### config.mk
export PLATFORM = sky130hd
export DESIGN_NAME = gcd_master
export DESIGN_NICKNAME = d
export VERILOG_FILES = /design/src/rtl/gcd_master.sv
export SDC_FILE = /design/constraint.sdc
export NUM_CORES = 1
export LEC_CHECK = 0
export BUFFER_PORTS_ARGS = -buffer_cell sky130_fd_sc_hd__clkbuf_2
export CAP_MARGIN = 30
export CORE_MARGIN = 5
export CORE_UTILIZATION = 40
export CTS_CLUSTER_SIZE = 25
export DETAILED_ROUTE_END_ITERATION = 12
export PLACE_DENSITY = 0.65
export SLEW_MARGIN = 0
export SYNTH_ARGS = -nofsm -noshare
export SYNTH_HDL_FRONTEND = slang
export SYNTH_SLANG_ARGS = --single-unit
### constraint.sdc
create_clock -name clock -period 4.35 [get_ports clock]
set_input_delay 0.2175 -clock clock [delete_from_list [all_inputs] [get_ports clock]]
set_output_delay 0.2175 -clock clock [all_outputs]
set_load 0.01 [all_outputs]
### src/rtl/gcd_master.sv
// Request/response front end for an external iterative GCD core.
// Handles zero-operand bypass, core handshake with stale-ready masking, and a RUN timeout.
module gcd_master #(
    parameter int unsigned TIMEOUT = 64
) (
    input  logic       clock,
    input  logic       reset,
    input  logic       req_valid,
    output logic       req_ready,
    input  logic [7:0] req_a,
    input  logic [7:0] req_b,
    output logic       rsp_valid,
    input  logic       rsp_ready,
    output logic [7:0] rsp_y,
    output logic       rsp_timeout,
    output logic [7:0] gcd_a,
    output logic [7:0] gcd_b,
    output logic       gcd_run,
    input  logic       gcd_ready,
    input  logic [7:0] gcd_y
);

    typedef enum logic [1:0] {
        IDLE,
        LOAD,
        RUN,
        RESP
    } state_t;

    localparam logic [7:0] LAST_CNT = 8'(TIMEOUT - 1);

    state_t     state_q, state_d;
    logic [7:0] gcd_a_q, gcd_a_d;
    logic [7:0] gcd_b_q, gcd_b_d;
    logic [7:0] rsp_y_q, rsp_y_d;
    logic       rsp_timeout_q, rsp_timeout_d;
    logic [7:0] cnt_q, cnt_d;

    always_ff @(posedge clock) begin
        if (reset) begin
            state_q       <= IDLE;
            gcd_a_q       <= 8'd0;
            gcd_b_q       <= 8'd0;
            rsp_y_q       <= 8'd0;
            rsp_timeout_q <= 1'b0;
            cnt_q         <= 8'd0;
        end else begin
            state_q       <= state_d;
            gcd_a_q       <= gcd_a_d;
            gcd_b_q       <= gcd_b_d;
            rsp_y_q       <= rsp_y_d;
            rsp_timeout_q <= rsp_timeout_d;
            cnt_q         <= cnt_d;
        end
    end

    always_comb begin
        state_d       = state_q;
        gcd_a_d       = gcd_a_q;
        gcd_b_d       = gcd_b_q;
        rsp_y_d       = rsp_y_q;
        rsp_timeout_d = rsp_timeout_q;
        cnt_d         = cnt_q;

        case (state_q)
            IDLE: begin
                if (req_valid) begin
                    gcd_a_d = req_a;
                    gcd_b_d = req_b;
                    if (req_a != 8'd0 && req_b != 8'd0) begin
                        state_d = LOAD;
                    end else begin
                        // gcd(x,0) = x, and gcd(0,0) = 0 falls out of the OR
                        rsp_y_d       = req_a | req_b;
                        rsp_timeout_d = 1'b0;
                        state_d       = RESP;
                    end
                end
            end
            LOAD: begin
                cnt_d   = 8'd0;
                state_d = RUN;
            end
            RUN: begin
                // The core's ready may still be high from the last operation on cycle 0
                if (cnt_q != 8'd0 && gcd_ready) begin
                    rsp_y_d       = gcd_y;
                    rsp_timeout_d = 1'b0;
                    state_d       = RESP;
                end else if (cnt_q == LAST_CNT) begin
                    rsp_y_d       = 8'd0;
                    rsp_timeout_d = 1'b1;
                    state_d       = RESP;
                end else begin
                    cnt_d = cnt_q + 8'd1;
                end
            end
            RESP: begin
                if (rsp_ready) begin
                    state_d = IDLE;
                end
            end
            default: begin
                state_d = IDLE;
            end
        endcase
    end

    assign req_ready   = (state_q == IDLE);
    assign rsp_valid   = (state_q == RESP);
    assign gcd_run     = (state_q == RUN);
    assign rsp_y       = rsp_y_q;
    assign rsp_timeout = rsp_timeout_q;
    assign gcd_a       = gcd_a_q;
    assign gcd_b       = gcd_b_q;

endmodule

==> reports/qor.yml <==
yosys:
  ys_types: 34
  syn_nets: 262
  yosysSeqAreaShare_pct: 39.4
  synth_edf_count: 0
  syn-cell-area_um2: 1780
  ys_ff_latch: 35
  syn-mean-instance-area_um2: 7.83
  yosys_warnings: 0
  synth_flop_cell: "dfxtp_1"
  async_flop_share_pct: 0
  synthCells: 227
die:
  die_h_um: 76.7
  dieArea_um2: 5880
  num_rows: 24
  coreArea_um2: 4320
  die_x_um: 76.7
  io_pins: 57
  initial_core_util_pct: 41.1
clock_tree:
  cts.clk_slew.worst_paths_ns: 0.07
  clk_latency_ns: 0.28
  cts_tree: "done"
  post_cts_buffers: 0
  h-tree-depth: 2
  root_buffer: "clkbuf_8"
  ctsHoldBuffers: 0
  clk_path_buf_depth: 2
  cts.sinks: 35
  cts-buffers-inserted: 5
  cts.repair.resized: 0
timing:
  final.setup.tns_ns: 0
  maxSlewHeadroom_pct: 48.6
  fin_crit_ns: 2.43
  maxSlewViolCount: 0
  fmax_ghz: 0.412
  setup_violations: 0
  period_share_pct: 55.8
  tightest_slew_ns: 0.771
  rsz0062_at_grt: "false"
  hold_viol: 0
  clock-skew-final_ns: 0.00682
pwr:
  p_leak_nw: 0.941
  p_per_area_nw_per_um2: 477
  vdd_ir_drop_max_uv: 263
flow_run:
  max_cap_violations: 0
worst_setup_path:
  cp_data_required_time_ns: 4.55
  r2r_cells: 8
  arrival_ns: 2.63
  crit_path_end: "cnt_q[3]"
  critPathKind: "reg -> reg"
  crit_start: "cnt_q[0]"
  r2r_slack_ns: 1.92
  r2r_start: "cnt_q[0]"
  cp-start-kind: "flip-flop"
  r2r-end: "cnt_q[3]"
  worstSetupEndpointType: "flip-flop"
  crit_fanout: 20
hold_path:
  worstHoldPathType: "in -> reg"
  whs_path_depth: 3
global_routing:
  grt_overflow: 0
  grt_max_degree: 45
  antenna_found_initial: 0
  gr-usage-all-layers_pct: 16.0
  grt_first_pass_wirelength_um: 7820
  grt_pass1_vias: 1691
detailed_routing:
  via_per_inst: 5.26
  route.vias.total: 1747
  wirelength_um: 4660
  avgRoutedWirePerCell_um: 14.0
  drc: 0
  ant_nets: 0
  detail_route.iter0.violations: 162
  dr.pass1.iters: 4
finish:
  num-nets-final: 314
  area_growth_pct: 21.5
  antenna_cells: 0
  drive_gt1_share_pct: 23.6
  design_area_um2: 2160
  fillCellCount: 457
placement:
  dpl-instance-area_um2: 2080
  dp_hpwl_um: 3430
  gp_congestion: 0.845
  io_buffer_count: 56
outcome:
  outcome: "completed"
[flip-flops by register name, summed over array words and instances (netlist names)]
signal	count
state_q	2
rsp_timeout	1
gcd_b	8
cnt_q	8
gcd_a	8
rsp_y	8
[critical path, stage by stage (launching register included)]
cell and delay (ns):
dfxtp_1 0.35, inv_1 0.07, ha_1 0.13, or4b_1 0.44, o41ai_2 0.20, buf_4 0.28, nand2_1 0.18, or4_1 0.53
a31oi_1 0.17
[final cells by class]
type                    count  area [um2]  area share, %
inverters                  10        37.5           1.74
clock inverters             1        5.00          0.232
clock buffers               7        76.3           3.53
well taps                  52        65.1           3.01
repair buffers             57         288           13.3
multi-input cells         170         988           45.7
flip-flops and latches     35         701           32.4
[power by group]
group | internal, W | total, W | switching (W)
clock network | 0.000112 | 0.000226 | 0.000114
registers | 0.000370 | 0.000399 | 0.0000290
logic | 0.000151 | 0.000405 | 0.000254
[worst min-delay path by stage]
stage | start | to | slack [ns]
floorplan | req_a[0] | gcd_a[0] | 0.35
CTS | req_a[3] | gcd_a[3] | 0.18
finish | req_a[3] | gcd_a[3] | 0.18
global route | req_b[5] | gcd_b[5] | 0.18
detailed placement | gcd_a[2] | gcd_a[2] | 0.45
global placement | gcd_b[6] | gcd_b[6] | 0.44
[kinds of logic after synthesis]
group           share of synthesized area (%)
simple gates                             27.7
compound gates                           18.0
mux                                      5.63
fa+ha+maj                                4.22
flops                                    39.4
buf+inv                                  5.00
[cell usage after synthesis (2+ instances only)]
master	count	area (um2)
inv_1	9	33.8
o22ai_1	9	56.3
nor3_1	3	15.0
buf_2	2	10.0
mux2i_1	10	100
nor4_1	4	25.0
a21oi_1	23	115
nand4_1	3	18.8
and3_1	2	12.5
or4_1	3	22.5
clkbuf_1	7	26.3
buf_1	2	7.51
dfxtp_1	35	701
a31oi_1	7	43.8
o21ai_0	5	25.0
nand2_1	48	180
nor2_1	13	48.8
o211ai_1	2	15.0
ha_1	6	75.1
or3_1	4	25.0
nand2b_1	17	106
[stage by stage]
stage          worst slack [ns]  instances  total power, W  utilization, %  hold slack (ns)
2_1_floorplan              2.28        227        0.000687               -            0.353
3_3_place_gp               1.98        324        0.000814            48.1            0.445
3_5_place_dp               1.93        324        0.000814            48.1            0.450
4_1_cts                    1.91        332         0.00104            50.0            0.176
5_1_grt                    1.65        332         0.00111            50.0            0.177
6_report                   1.92        332         0.00103            50.0            0.179
[metal layers]
layer  track usage, %  routed length [um]
met5                0                   0
met1             21.4                2140
met2             24.4                2130
met3             5.39                 338
met4             4.37                  40
[cells in the final DEF, fill, tap and decap left out, types with 2 or more instances in the layout]
cell,Yosys,layout
and3_1,2,2
mux2i_1,10,10
dfxtp_1,35,35
ha_1,6,6
inv_1,9,9
nand2b_1,17,17
nand2_1,48,48
nand4_1,3,3
nor2_1,13,13
nor4_1,4,4
clkbuf_1,7,2
o22ai_1,9,9
o211ai_1,2,2
clkbuf_2,0,56
a21oi_1,23,23
a31oi_1,7,7
clkbuf_8,0,5
nor3_1,3,3
or4_1,3,3
or3_1,4,4
o21ai_0,5,5
No activity file was read; power rests on OpenSTA's default activity.
